**src/rtl/mem_arbiter.sv**
```systemverilog
// mem_arbiter: shares one data_ram port between the instruction refill path
// and the data cache path. One transaction at a time (I-read, D-read,
// D-write, or atomic D writeback-then-refill), round-robin on ties.
// All outputs are registered: they are decoded from the next state/owner so
// that their timing matches a decode of the current state register.
module mem_arbiter #(
    parameter int RAM_LAT = 1
) (
    input  logic        clk,
    input  logic        rst,
    input  logic        i_req,
    input  logic [31:0] i_addr,
    output logic        i_ack,
    output logic [31:0] i_rdata,
    input  logic        d_req,
    input  logic        d_wr,
    input  logic        d_wb,
    input  logic [31:0] d_addr,
    input  logic [31:0] d_wb_addr,
    input  logic [31:0] d_wdata,
    output logic        d_ack,
    output logic [31:0] d_rdata,
    output logic        ram_en,
    output logic        ram_we,
    output logic [31:0] ram_addr,
    output logic [31:0] ram_wdata,
    input  logic [31:0] ram_rdata,
    output logic        busy,
    output logic [1:0]  grant
);

    typedef enum logic [2:0] {
        ST_IDLE = 3'd0,
        ST_WB   = 3'd1,
        ST_RD   = 3'd2,
        ST_WAIT = 3'd3,
        ST_WR   = 3'd4,
        ST_RESP = 3'd5
    } state_t;

    localparam logic [2:0] LAT_LOAD = 3'(RAM_LAT);

    // owner / last_grant encoding: 1'b0 = I side, 1'b1 = D side
    state_t      state_r, state_s;
    logic        owner_r, owner_s;
    logic        last_grant_r, last_grant_s;
    logic [2:0]  cnt_r, cnt_s;
    logic        pick_d_s;
    logic        cap_i_s, cap_d_s;

    logic        ram_en_s, ram_we_s, i_ack_s, d_ack_s, busy_s;
    logic [31:0] ram_addr_s, ram_wdata_s;
    logic [1:0]  grant_s;

    // State, owner, round-robin and latency counter registers
    always_ff @(posedge clk) begin
        if (rst) begin
            state_r      <= ST_IDLE;
            owner_r      <= 1'b0;
            last_grant_r <= 1'b0;
            cnt_r        <= 3'd0;
        end else begin
            state_r      <= state_s;
            owner_r      <= owner_s;
            last_grant_r <= last_grant_s;
            cnt_r        <= cnt_s;
        end
    end

    // Next-state logic: arbitration in IDLE, sequencing of the RAM access
    always_comb begin
        state_s      = state_r;
        owner_s      = owner_r;
        last_grant_s = last_grant_r;
        cnt_s        = cnt_r;
        pick_d_s     = 1'b0;
        cap_i_s      = 1'b0;
        cap_d_s      = 1'b0;
        case (state_r)
            ST_IDLE: begin
                if (i_req || d_req) begin
                    // On a tie the side not granted last wins
                    if (i_req && d_req) begin
                        pick_d_s = (last_grant_r == 1'b0);
                    end else begin
                        pick_d_s = d_req;
                    end
                    owner_s      = pick_d_s;
                    last_grant_s = pick_d_s;
                    if (!pick_d_s) begin
                        state_s = ST_RD;
                    end else if (d_wr) begin
                        state_s = ST_WR;
                    end else if (d_wb) begin
                        state_s = ST_WB;
                    end else begin
                        state_s = ST_RD;
                    end
                end else begin
                    state_s = ST_IDLE;
                end
            end
            ST_WB:   state_s = ST_RD;
            ST_WR:   state_s = ST_RESP;
            ST_RD: begin
                cnt_s   = LAT_LOAD;
                state_s = ST_WAIT;
            end
            ST_WAIT: begin
                cnt_s = cnt_r - 3'd1;
                if (cnt_r == 3'd1) begin
                    cap_i_s = !owner_r;
                    cap_d_s = owner_r;
                    state_s = ST_RESP;
                end else begin
                    state_s = ST_WAIT;
                end
            end
            ST_RESP: state_s = ST_IDLE;
            default: state_s = ST_IDLE;
        endcase
    end

    // Output decode from the next state and next owner
    always_comb begin
        ram_en_s    = 1'b0;
        ram_we_s    = 1'b0;
        ram_addr_s  = 32'd0;
        ram_wdata_s = 32'd0;
        case (state_s)
            ST_WB: begin
                ram_en_s    = 1'b1;
                ram_we_s    = 1'b1;
                ram_addr_s  = d_wb_addr;
                ram_wdata_s = d_wdata;
            end
            ST_WR: begin
                ram_en_s    = 1'b1;
                ram_we_s    = 1'b1;
                ram_addr_s  = d_addr;
                ram_wdata_s = d_wdata;
            end
            ST_RD: begin
                ram_en_s   = 1'b1;
                ram_addr_s = owner_s ? d_addr : i_addr;
            end
            default: begin
                ram_en_s = 1'b0;
            end
        endcase
        i_ack_s = (state_s == ST_RESP) && !owner_s;
        d_ack_s = (state_s == ST_RESP) && owner_s;
        busy_s  = (state_s != ST_IDLE);
        if (state_s == ST_IDLE) begin
            grant_s = 2'b00;
        end else begin
            grant_s = owner_s ? 2'b10 : 2'b01;
        end
    end

    // Registered RAM-side outputs, acks, busy and grant
    always_ff @(posedge clk) begin
        if (rst) begin
            ram_en    <= 1'b0;
            ram_we    <= 1'b0;
            ram_addr  <= 32'd0;
            ram_wdata <= 32'd0;
            i_ack     <= 1'b0;
            d_ack     <= 1'b0;
            busy      <= 1'b0;
            grant     <= 2'b00;
        end else begin
            ram_en    <= ram_en_s;
            ram_we    <= ram_we_s;
            ram_addr  <= ram_addr_s;
            ram_wdata <= ram_wdata_s;
            i_ack     <= i_ack_s;
            d_ack     <= d_ack_s;
            busy      <= busy_s;
            grant     <= grant_s;
        end
    end

    // Read data capture; each side holds its value until its next read
    always_ff @(posedge clk) begin
        if (rst) begin
            i_rdata <= 32'd0;
            d_rdata <= 32'd0;
        end else begin
            if (cap_i_s) begin
                i_rdata <= ram_rdata;
            end
            if (cap_d_s) begin
                d_rdata <= ram_rdata;
            end
        end
    end

endmodule

```
**config.mk**
```make
export PLATFORM = sky130hd
export DESIGN_NAME = mem_arbiter
export DESIGN_NICKNAME = d
export VERILOG_FILES = /design/src/rtl/mem_arbiter.sv
export SDC_FILE = /design/constraint.sdc
export NUM_CORES = 1
export LEC_CHECK = 0
export ABC_AREA = 1
export BUFFER_PORTS_ARGS = -buffer_cell sky130_fd_sc_hd__buf_2
export CORE_ASPECT_RATIO = 0.9
export CORE_UTILIZATION = 30
export DETAILED_ROUTE_END_ITERATION = 8
export HOLD_SLACK_MARGIN = 0.05
export PLACE_DENSITY_LB_ADDON = 0.12
export SYNTH_ARGS = -nofsm -noshare
export SYNTH_HDL_FRONTEND = slang
export SYNTH_SLANG_ARGS = --single-unit
```
**constraint.sdc**
```tcl
create_clock -name clk -period 2.22 [get_ports clk]
set_clock_uncertainty 0.05 [all_clocks]
set_input_delay 0.666 -clock clk [delete_from_list [all_inputs] [get_ports clk]]
set_output_delay 0.666 -clock clk [all_outputs]
set_load 0.05 [all_outputs]
```
Word level (Yosys, flattened, before mapping)
Index checks and enable logic that the tools add are counted.

operators by class
  bitwise operators = 2
  add/sub/neg operators = 1
  multiplexer cells = 21
  reduce and logical (&&, ||, !) cells = 15
  equality and inequality tests = 9

operator list
  cell                 count
  $pmux 32 s3          1
  $mux 32              1
  $pmux 3 s5           1
  $mux 3               4
  $mux 1               11
  $eq 3x1->1 const B   3
  $eq 3x2->1 const B   3
  $eq 3x3->1 const B   3
  $logic_not 3->1      2
  $pmux 3 s2           1
  $reduce_or 2->1      3
  $mux 2               2
  $logic_and 1x1->1    3
  $reduce_bool 3->1    1
  $reduce_or 3->1      1
  $sub 3x1->3 const B  1
  $logic_not 1->1      2
  $not 1->1            2
  $reduce_and 2->1     1
  $reduce_bool 2->1    1
  $logic_or 1x1->1     1

word-level totals
  logic and storage cells = 62
  bits in registers = 143
  input bits = 166
  output and inout bits = 135

Longest topological paths before layout
Gate-level depths: netlist of the first run.

  depth after elaboration = 11
  gate-level depth with buffers = 12
  mapped depth without buffers = 11

Least setup slack after synthesis of the first run
Ideal clock, no wire load.

  path kind = input to register
  start = input d_wr
  end = register ram_addr[13]
  setup time = 128 ps
  stages on the path = 9
  data required time = 2042 ps
  path buffers = 1
  data arrival time = 1605 ps
  slack = 437 ps
  cells stage by stage = inv_1 nand2_1 nor2_1 nand2_1 nand2_2 nor2_4 buf_4 a21oi_1 nor2_1

between the ends
  longest elaborated chain between the ends = 6
  elaborated cells on any way between the ends = 8
  those cells by class = eq/ne: 3; mux: 5

RTL lines
  what                                RTL line  RTL
  start: declaration                  16        input logic d_wr,
  $mux 3 *                            92        end else if (d_wr) begin
  $mux 3 *                            90        if (!pick_d_s) begin
  $mux 3 *                            81        if (i_req || d_req) begin
  $pmux 3 s5 *                        79        case (state_r)
  $eq 3x2->1 (tied with other cells)  130       case (state_s)
  $pmux 32 s3 *                       130
  end signal: assignment              175       ram_addr <= ram_addr_s;
  end: declaration                    25        output logic [31:0] ram_addr,

Mark *: on every way between the ends. The rest lies on a longest branch, timed or not.
A chain may end at the register's enable or synchronous reset.

Worst setup path after layout of the first run
  start = register state_r[0]
  end = register ram_addr[7]

between the ends
  longest elaborated chain between the ends = 4
  elaborated cells on any way between the ends = 12
  those cells by class = eq/ne: 7; mux: 4; reduce/logical: 1

RTL lines
  what                                         RTL line  RTL
  start: declaration                           44        state_t state_r, state_s;
  start signal: assignment                     63        state_r <= state_s;
  $eq 3x2->1 (tied with other cells)           79
  $pmux 3 s5 / $mux 1 (equally long branches)  79
  $eq 3x2->1 (tied with other cells)           130
  $pmux 32 s3 *                                130

Marked as above.

==> metrics, run 1 <==
slack of the critical path=0.3705 ns; Psw=about 3600 uW; Yosys reg bits=approximately 140; Worst setup EP type=flop; Synth Cell Area=5662 um^2; Async SR Flop Fraction=0%; initial antenna violation count=2; Max Root-Sink Buffers=2; total CTS buffers=17; R2R setup slack=between 0.3 and 0.4 ns; crit-path max FO=17; Slew Limit Fails=0; P per Cell Area=roughly 1100 nW/um^2; Final #Nets=~1300; Pre-antenna DRT Iters=5; EDFF count, synth=0; DRC Markers=0; first-pass GRT wire length=27410 um; DP Worst Slack=-0.04878 ns; Horiz. Die Dim=between 100 and 150 um; VDD IR-drop max=0.5781 mV; drt total wl=~18000 um; Max Cap Viol=0; Avg WL per Cell=about 13 um; final setup fails=0; synthesis-to-finish area growth=41.64%; Clock Latency Late Sink=0.42 ns; total number of yosys warnings=0; Core ar.=approximately 18000 um^2; FILL cells=roughly 2000; Max Fclk=540.7 MHz; WP data required=~2.5 ns; sequential share of power=33.6%; relative slew slack=55.69%; Hold WC Path Type=reg -> reg; most used flip-flop cell after synthesis=dfxtp_1; Syn Nets=965; routed vias/inst=4.276; CTS Sinks=approximately 140; RSZ-0062 raised after global routing=no; Util after Layout=43.57%; CP arrival=approximately 2.2 ns; TritonCTS clock tree=yes; io pins=301; Starting Density=30.76%; port bufs=300; Yosys cell types=24; layout cells sized above 1=between 30% and 40%; clk slew on worst S/H paths=0.06 ns; CP Launch Type=flop; Final Hold Vio Count=0; vias in the first global route=between 5000 and 6000; hpwl dp=approximately 13000 um; Static Leak=0.004379 uW; Clk pwr share=between 30 and 40%; Core Rows=47; Post-Syn Instances=~800; setup TNS=0 ns; Routed Antenna Nets=0; die height=132.3 um; Die Area=19430 um^2; via count=about 5800; status=finished, final reports clean; largest net degree at the start of global routing=48; GRT Resource Usage Total=18.10%; gpl congestion=0.8169; Initial DRC Count=278; root cell of the clock tree=clkbuf_16; Post-Syn Area per Cell=slightly above 7 um^2; switch share=40.33%; slew of the pin with the lowest slew margin=around 0.66 ns; crit path time final=1.849 ns; crit share post-route=around 83%; Pint=5325 uW; total congestion overflow=0; CTS H-tree depth=4; WS Path Type=reg -> reg; sequential-to-total area share from yosys stat=50.56%; Comb pwr share=35.3%; Hold-fix buffers, CTS=0
==> registers in the layout, indices dropped and copies added, names as in the netlist <==
signal	count
busy	1
cnt_r	3
d_ack	1
d_rdata	32
grant	2
i_ack	1
i_rdata	32
last_grant_r	1
owner_r	1
ram_addr	32
ram_en	1
ram_wdata	32
ram_we	1
state_r	3
==> power by group through the flow <==
| stage | registers, uW | logic [uW] | clock network (uW) |
|---|---|---|---|
| after detailed placement | 3050 | 3120 | 0 |
| after global placement | 3060 | 3130 | 0 |
| final | 3000 | 3150 | 2770 |
| after floorplan | 4040 | 1370 | 0 |
| after CTS | 3000 | 3130 | 2850 |
| after global routing | 3030 | 3450 | 2960 |
==> cell usage in the layout (no fill, tap or decap), types with 2 or more instances in the layout <==
cell type / n
nand2_2: 3
clkinvlp_4: 3
ha_1: 2
nor3_1: 3
buf_4: 15
buf_2: 300
diode_2: 2
buf_12: 4
nand2_1: 210
inv_1: 66
inv_6: 4
clkbuf_16: 17
nor2_1: 181
nor2_4: 3
clkinv_4: 3
dfxtp_1: 143
a21oi_1: 18
o21ai_0: 66
inv_2: 5
nor2_2: 11
nand3_1: 38
==> through the flow <==
step | hold slack, ns | power [uW] | std cells | area, um^2
after floorplan | 0.3624 | 5402 | 797 | 5662
final | 0.3942 | 8923 | 1353 | 8019
after detailed placement | 0.3907 | 6176 | 1318 | 7430
after global routing | 0.3842 | 9441 | 1352 | 8016
after CTS | 0.3771 | 8983 | 1350 | 8003
after global placement | 0.3866 | 6191 | 1318 | 7430
==> synth_stat cells, types with 2 or more instances <==
| master | instances | share of area, % |
|---|---|---|
| buf_4 | 3 | 0.40 |
| inv_2 | 4 | 0.27 |
| nor2_2 | 11 | 1.2 |
| buf_1 | 2 | 0.13 |
| buf_6 | 5 | 0.99 |
| nor3_1 | 3 | 0.27 |
| dfxtp_1 | 143 | 51 |
| nor2_4 | 2 | 0.40 |
| clkbuf_1 | 15 | 0.99 |
| nand2_1 | 210 | 14 |
| nand3_1 | 38 | 3.4 |
| inv_1 | 67 | 4.4 |
| ha_1 | 2 | 0.44 |
| buf_2 | 18 | 1.6 |
| nor2_1 | 181 | 12 |
| a21oi_1 | 18 | 1.6 |
| o21ai_0 | 66 | 5.8 |
| nand2_2 | 3 | 0.33 |
==> per-layer routing <==
metal	track usage [%]	wire length, um	up-vias
li1	-	-	3035
met1	23.08	7764	2498
met2	27.70	8046	237
met3	6.505	1772	15
met4	7.176	252	0
met5	0	0	-
==> worst max-delay path, stage by stage (launching register included) <==
cell and delay, ns:
dfxtp_1 0.40, inv_1 0.08, nand3_1 0.14, nand2_1 0.13
nor2_2 0.16, nand2_2 0.12, nor2_4 0.41, nand2_1 0.10
nand3_1 0.09, nand2_1 0.05, inv_1 0.05
==> repair_timing <==
action	in CTS	in global routing
gates resized for setup	0	1
buffers inserted	0	0
endpoints found under the setup margin	0	26
==> cell families after synthesis <==
logic type | Yosys count | share of synthesized area [%]
flip-flops | 143 | 50.56
AO/OA/AOI/OAI | 87 | 7.934
AND/OR/NAND/NOR | 451 | 32.24
adder cells (fa/ha/maj) | 2 | 0.4419
buffers and inverters | 114 | 8.818
==> layout make-up <==
| type | count | area (um^2) | area share, % |
|---|---|---|---|
| inverter | 71 | 266.5 | 3.323 |
| multi-input combinational | 541 | 2311 | 28.82 |
| timing repair buffer | 319 | 1694 | 21.13 |
| sequential | 143 | 2863 | 35.70 |
| tap | 245 | 306.5 | 3.823 |
| antenna | 2 | 5.005 | 0.06241 |
| clock inverter | 13 | 130.1 | 1.623 |
| clock buffer | 19 | 442.9 | 5.523 |
==> final timing paths <==
| path | end | start | depth (start not counted) |
|---|---|---|---|
| min | cnt_r[2]$_SDFFE_PP0P_ | cnt_r[2]$_SDFFE_PP0P_ | 1 |
| max | ram_addr[7]$_SDFF_PP0_ | state_r[0]$_SDFF_PP0_ | 10 |
| max reg2reg | ram_addr[7]$_SDFF_PP0_ | state_r[0]$_SDFF_PP0_ | 10 |
| min reg2reg | cnt_r[2]$_SDFFE_PP0P_ | cnt_r[2]$_SDFFE_PP0P_ | 1 |
(Power assumes the default switching activity.)
==> inputs of run 2 (changes only) <==
--- a/config.mk
+++ b/config.mk
@@ -5,7 +5,7 @@
 export SDC_FILE = /design/constraint.sdc
 export NUM_CORES = 1
 export LEC_CHECK = 0
-export ABC_AREA = 1
+export ABC_AREA = 0
 export BUFFER_PORTS_ARGS = -buffer_cell sky130_fd_sc_hd__buf_2
 export CORE_ASPECT_RATIO = 0.9
 export CORE_UTILIZATION = 30
==> constraint.sdc (replaced) <==
create_clock -name clk -period 1.8 [get_ports clk]
set_clock_uncertainty 0.05 [all_clocks]
set_input_delay 0.54 -clock clk [delete_from_list [all_inputs] [get_ports clk]]
set_output_delay 0.54 -clock clk [all_outputs]
set_load 0.05 [all_outputs]
==> run 2 against run 1 <==
Count of clock-buffer cells in the layout is 1 lower. Final cell count is 8.9% lower. Power is 0.13% higher. Global-route usage is 1.3 points higher. Maximum frequency is 7.0% higher. Die area is 2.0% higher. Flip-flop and latch count stayed put. Via count is 2.8% higher. Synthesized area is 2.0% higher. Sequential power is 12% higher. Final area is 4.4% higher. Sequential share of layout area is 1.5 points lower. Critical endpoint is now ram_addr[17]$_SDFF_PP0_. Largest cell class unchanged. Largest power group is now the clock network.
==> metrics, run 2 <==
status=finished, final reports clean; largest net degree at the start of global routing=34; Worst setup EP type=flop; met2 Usage GRT=29.73%; WS Path Type=reg -> reg; Yosys reg bits=143; r2r worst-path depth=5; RSZ-0062 raised after global routing=no; drt total wl=19290 um; sequential share of power=37.7%; GRT Resource Usage Total=19.36%; initial antenna violation count=2; total number of yosys warnings=0; die height=133.6 um; CP Launch Type=flop; EDFF count, synth=0; area leader, netlist=dfxtp_1; crit-path cells=or2_4 -> o31a_4 -> buf_12 -> o311a_1 -> o221a_1; met3 usage in global routing=6.815%; Syn Nets=849; GR peak layer=met2; Post-Syn Instances=681; via count=between 5000 and 6000; Hold Crit Depth=2; Hold-fix buffers, CTS=0; Comb pwr share=21.8%; VDD IR-drop max=0.5378 mV; worst hold endpoint=ram_wdata[0]$_SDFF_PP0_; DP Worst Slack=-0.1496 ns; vias in the first global route=5874; DRC Markers=0; CTS H-tree depth=4; CP arrival=roughly 2.0 ns; switch share=between 30 and 40%; Core Rows=47; slack of the critical path=0.07222 ns; io pins=301; dpl cell area=7761 um^2; Clock Latency Late Sink=0.41 ns; total CTS buffers=17; Static Leak=0.003902 uW; P per Cell Area=1067 nW/um^2; post-CTS setup buffer count=0; crit path time final=1.728 ns; Initial DRC Count=253; final setup fails=0; Max Fclk=roughly 580 MHz; routed vias/inst=4.823; Max Cap Viol=0; Slew Limit Fails=0; Starting Density=a little under a third; Clk pwr share=40.5%; Final #Nets=1142; ranking of synthesized cells by area=dfxtp_1, nand2_1, a21oi_1, o221a_1, o311a_1; Hold WC Path Type=in -> reg; reg2reg end=ram_addr[17]$_SDFF_PP0_; CP delay by family, top=compound AO/OA/AOI/OAI gates; FILL cells=1866; Die Area=19810 um^2; most common cell after layout, fill and taps aside=buf_2; Async SR Flop Fraction=0%; Yosys cell types=38; grt met1 use=between 20% and 30%; Synth Cell Area=~5800 um^2; sequential-to-total area share from yosys stat=roughly half; Post-Syn Area per Cell=8.481 um^2; Worst path slowest cell=o31a_4; crit share post-route=95.99%; TritonCTS clock tree=yes; most frequent cells in the layout=buf_2, nand2_1, dfxtp_1, a21oi_1; most numerous cell in the Yosys netlist=nand2_1; root cell of the clock tree=clkbuf_16; Routed Antenna Nets=0; synthesis-to-finish area growth=45.02%; most used flip-flop cell after synthesis=dfxtp_1; Post-synth top cells=nand2_1, dfxtp_1, a21oi_1; Psw=2696 uW; CTS Sinks=about 140; Pint=approximately 6200 uW; CP Buf/Inv Count=1; Avg WL per Cell=15.64 um; gpl congestion=0.7820; Max Root-Sink Buffers=2; Final Hold Vio Count=0; placed cells=1200; R2R setup slack=0.07 ns; Pre-antenna DRT Iters=5; final instance area=8376 um^2; port bufs=300; clk slew on worst S/H paths=0.06 ns; Util after Layout=roughly 45%; Crit path largest cell delay=0.32 ns; Worst Hold Launch=d_wdata[0]; slew of the pin with the lowest slew margin=just over 0.4 ns; worst reg2reg path startpoint=state_r[0]$_SDFF_PP0_; fin cells=1233; Horiz. Die Dim=about 150 um; first-pass GRT wire length=29860 um; WP data required=2.06 ns; share of Yosys cell area claimed by the top area cell type=49.57%; Core ar.=18640 um^2; hpwl dp=13420 um; layout cells sized above 1=38.44%; total congestion overflow=0; crit-path max FO=24; relative slew slack=73.11%
## run 2: cell types whose count changed after synthesis, sizes merged, moves of 33 or more
cell   previous run  this run
a21oi            19       134
and2              0        33
inv              71         5
nand3            39         2
nor2            195         9
o21ai            66         2
## run 2: power by group through the flow
stage	logic (uW)	registers (uW)	clock network, uW
6_report	1950	3370	3620
5_1_grt	2100	3380	3890
4_1_cts	1960	3370	3740
3_5_place_dp	1950	3440	0
3_3_place_gp	1950	3440	0
2_1_floorplan	802	3880	0
## run 2: through the flow
step | hold slack, ns | setup TNS, ns | total power [uW]
2_1_floorplan | 0.3934 | -0.3993 | 4682
3_3_place_gp | 0.3905 | -3.627 | 5393
3_5_place_dp | 0.3931 | -4.260 | 5387
4_1_cts | 0.2438 | 0 | 9074
5_1_grt | 0.2448 | 0 | 9366
6_report | 0.2659 | 0 | 8935
## run 2: how the worst max path moves through the flow
stage,startpoint,to,slack [ns],depth (start not counted)
after floorplan,d_req,ram_addr[10]$_SDFF_PP0_,-0.02,6
after global placement,d_req,ram_addr[17]$_SDFF_PP0_,-0.12,6
after detailed placement,d_req,ram_addr[17]$_SDFF_PP0_,-0.15,6
after CTS,state_r[0]$_SDFF_PP0_,ram_addr[17]$_SDFF_PP0_,0.01,5
after global routing,cnt_r[0]$_SDFFE_PP0P_,i_rdata[31]$_SDFFE_PP0P_,0.02,6
final,state_r[0]$_SDFF_PP0_,ram_addr[17]$_SDFF_PP0_,0.07,5
## run 2: layer usage
layer	wire length, um	part of all wire [%]
met2	8508	44
met4	473	2.5
met5	0	0
met1	8586	45
met3	1716	8.9
## run 2: cell families after synthesis
| group | count (synthesis) | synth area share [%] |
|---|---|---|
| AOI/OAI and AO/OA | 210 | 25.15 |
| adders and majority gates | 2 | 0.4332 |
| buffers and inverters | 67 | 5.242 |
| DFF | 143 | 49.57 |
| muxes | 1 | 0.1733 |
| and+or+nand+nor | 258 | 19.43 |
## run 2: timing repair
item	in CTS	in global routing
gates resized for setup	1	0
setup endpoints to repair	4	30
pin swaps	0	1
## run 2: area by class of cell
class                           instances  area, um^2  share of cell area [%]
Multi-Input combinational cell        471        2646                   31.60
Clock buffer                           18       439.2                   5.244
Clock inverter                         13       162.7                   1.942
Timing Repair Buffer                  336        1934                   23.10
Antenna cell                            2       5.005                 0.05976
Sequential cell                       143        2863                   34.18
Tap cell                              245       306.5                   3.660
Inverter                                5       18.77                  0.2241
==> inputs of run 3 (changes only) <==
--- a/config.mk
+++ b/config.mk
@@ -12,6 +12,7 @@
 export DETAILED_ROUTE_END_ITERATION = 8
 export HOLD_SLACK_MARGIN = 0.05
 export PLACE_DENSITY_LB_ADDON = 0.12
+export RECOVER_POWER = 25
 export SYNTH_ARGS = -nofsm -noshare
 export SYNTH_HDL_FRONTEND = slang
 export SYNTH_SLANG_ARGS = --single-unit
==> run 3 against run 2 <==
Maximum frequency fell by 0.25%. Utilization barely moved. Via count fell by 0.17%. Count of clock-buffer cells in the layout did not move. Final cell count did not move. Register-to-register slack barely moved. Die area did not move. Global-route usage did not move. Critical path depth did not move. Sequential share of layout area barely moved. Sequential power barely moved. Highest routed layer unchanged.
==> metrics, run 3 (synthesis results as in run 2) <==
status=finished, final reports clean; total congestion overflow=0; TritonCTS clock tree=yes; gpl congestion=around 0.8; Clock Latency Late Sink=0.41 ns; Final Hold Vio Count=0; Pre-antenna DRT Iters=4; Hold WC Path Type=in -> reg; port bufs=300; via count=~6000; largest net degree at the start of global routing=34; Crit path largest cell delay=0.32 ns; Routed Antenna Nets=0; crit share post-route=96.23%; die height=133.6 um; drt total wl=a little under 20000 um; Comb pwr share=roughly 22%; Avg WL per Cell=15.65 um; most frequent cells in the layout=buf_2, nand2_1, dfxtp_1, a21oi_1, clkbuf_2; io pins=~300; Core Rows=47; GRT Resource Usage Total=19.36%; Psw=2698 uW; switch share=between 30% and 40%; synthesis-to-finish area growth=44.95%; met2 wire length=8482 um; crit path time final=1.732 ns; CTS H-tree depth=4; Core ar.=around 19000 um^2; FILL cells=1866; relative slew slack=between 70% and 80%; CTS Sinks=143; routed vias/inst=between 4 and 5; Max Cap Viol=0; hpwl dp=13420 um; Starting Density=30.98%; met3 WL=about 1600 um; initial antenna violation count=2; RSZ-0062 raised after global routing=no; total CTS buffers=17; crit-path cells=or2_4 -> o31a_4 -> buf_12 -> o311a_1 -> o221a_1; clk slew on worst S/H paths=0.06 ns; CP Launch Type=flop; first-pass GRT wire length=approximately 30000 um; Worst setup EP type=flop; vias in the first global route=between 5000 and 6000; Hold-fix buffers, CTS=0; top sig layer=met4; root cell of the clock tree=clkbuf_16; Final #Nets=between 1000 and 1500; sequential share of power=between 30 and 40%; WS Path Type=reg -> reg; Pint=6236 uW; CP arrival=1.99 ns; setup TNS=0 ns; crit-path max FO=24; CP Buf/Inv Count=1; Max Root-Sink Buffers=2; layout cells sized above 1=38.34%; Worst path slowest cell=o31a_4; Max Fclk=577.3 MHz; final setup fails=0; DRC Markers=0; Clk pwr share=40.5%; VDD IR-drop max=0.5381 mV; post-CTS setup buffer count=0; WP data required=2.06 ns; slew of the pin with the lowest slew margin=0.4081 ns; overall power=8934 uW; Slew Limit Fails=0; Horiz. Die Dim=148.3 um; most common cell after layout, fill and taps aside=buf_2; routed length on met1=about 9000 um; Initial DRC Count=about 250; Static Leak=0.003859 uW; Die Area=~20000 um^2; P per Cell Area=1067 nW/um^2; CP delay by family, top=compound AO/OA/AOI/OAI gates
[run 3: changes by cell type in the layout (fill, tap and decap cells not counted)]
cell	before	now
buf_4	23	22
a21boi_2	1	0
a21boi_0	0	1
clkbuf_4	0	1
clkbuf_2	0	49
buf_2	300	251
[run 3: cell type report]
class	count	area (um^2)	area share [%]
tap	245	306.5	3.662
antenna	2	5.005	0.05978
timing repair buffer	336	1934	23.11
sequential	143	2863	34.20
clock inverter	13	162.7	1.943
multi-input combinational	471	2643	31.56
clock buffer	18	439.2	5.246
inverter	5	18.77	0.2242
[run 3: timing repair]
item | CTS | global route
setup endpoints to repair | 4 | 30
resized for setup | 1 | 0
cloned | 0 | 0
pin swaps | 0 | 1
hold endpoints to repair | 0 | 0
[run 3: final timing paths]
check                           slack [ns]                       end                startpoint  cells after the start
worst max register to register        0.07   ram_addr[17]$_SDFF_PP0_     state_r[0]$_SDFF_PP0_                      5
worst min register to register        0.40  i_rdata[21]$_SDFFE_PP0P_  i_rdata[21]$_SDFFE_PP0P_                      2
worst min-delay path                  0.27   ram_wdata[0]$_SDFF_PP0_                d_wdata[0]                      2
worst max-delay path                  0.07   ram_addr[17]$_SDFF_PP0_     state_r[0]$_SDFF_PP0_                      5
[run 3: power groups by stage]
| stage | combinational (uW) | clock (uW) | sequential, uW |
|---|---|---|---|
| floorplan | 802 | 0 | 3880 |
| global placement | 1950 | 0 | 3440 |
| detailed placement | 1950 | 0 | 3440 |
| CTS | 1960 | 3740 | 3370 |
| global route | 2090 | 3890 | 3380 |
| finish | 1950 | 3620 | 3370 |
[run 3: layer usage]
layer	GRT usage, %	up-vias
met3	6.815	27
met2	29.73	221
met1	24.35	2733
met5	0	-
li1	-	2956
met4	8.534	0
[run 3: through the flow]
stage	std cells	util (%)	cell area, um^2	hold slack [ns]	setup WS [ns]
6_report	1233	44.91	8372	0.2665	0.06784
5_1_grt	1233	44.91	8372	0.2448	0.01531
4_1_cts	1231	44.90	8371	0.2438	0.01390
3_5_place_dp	1200	41.63	7761	0.3931	-0.1496
3_3_place_gp	1200	41.63	7761	0.3905	-0.1249
2_1_floorplan	681	-	5783	0.3934	-0.01997
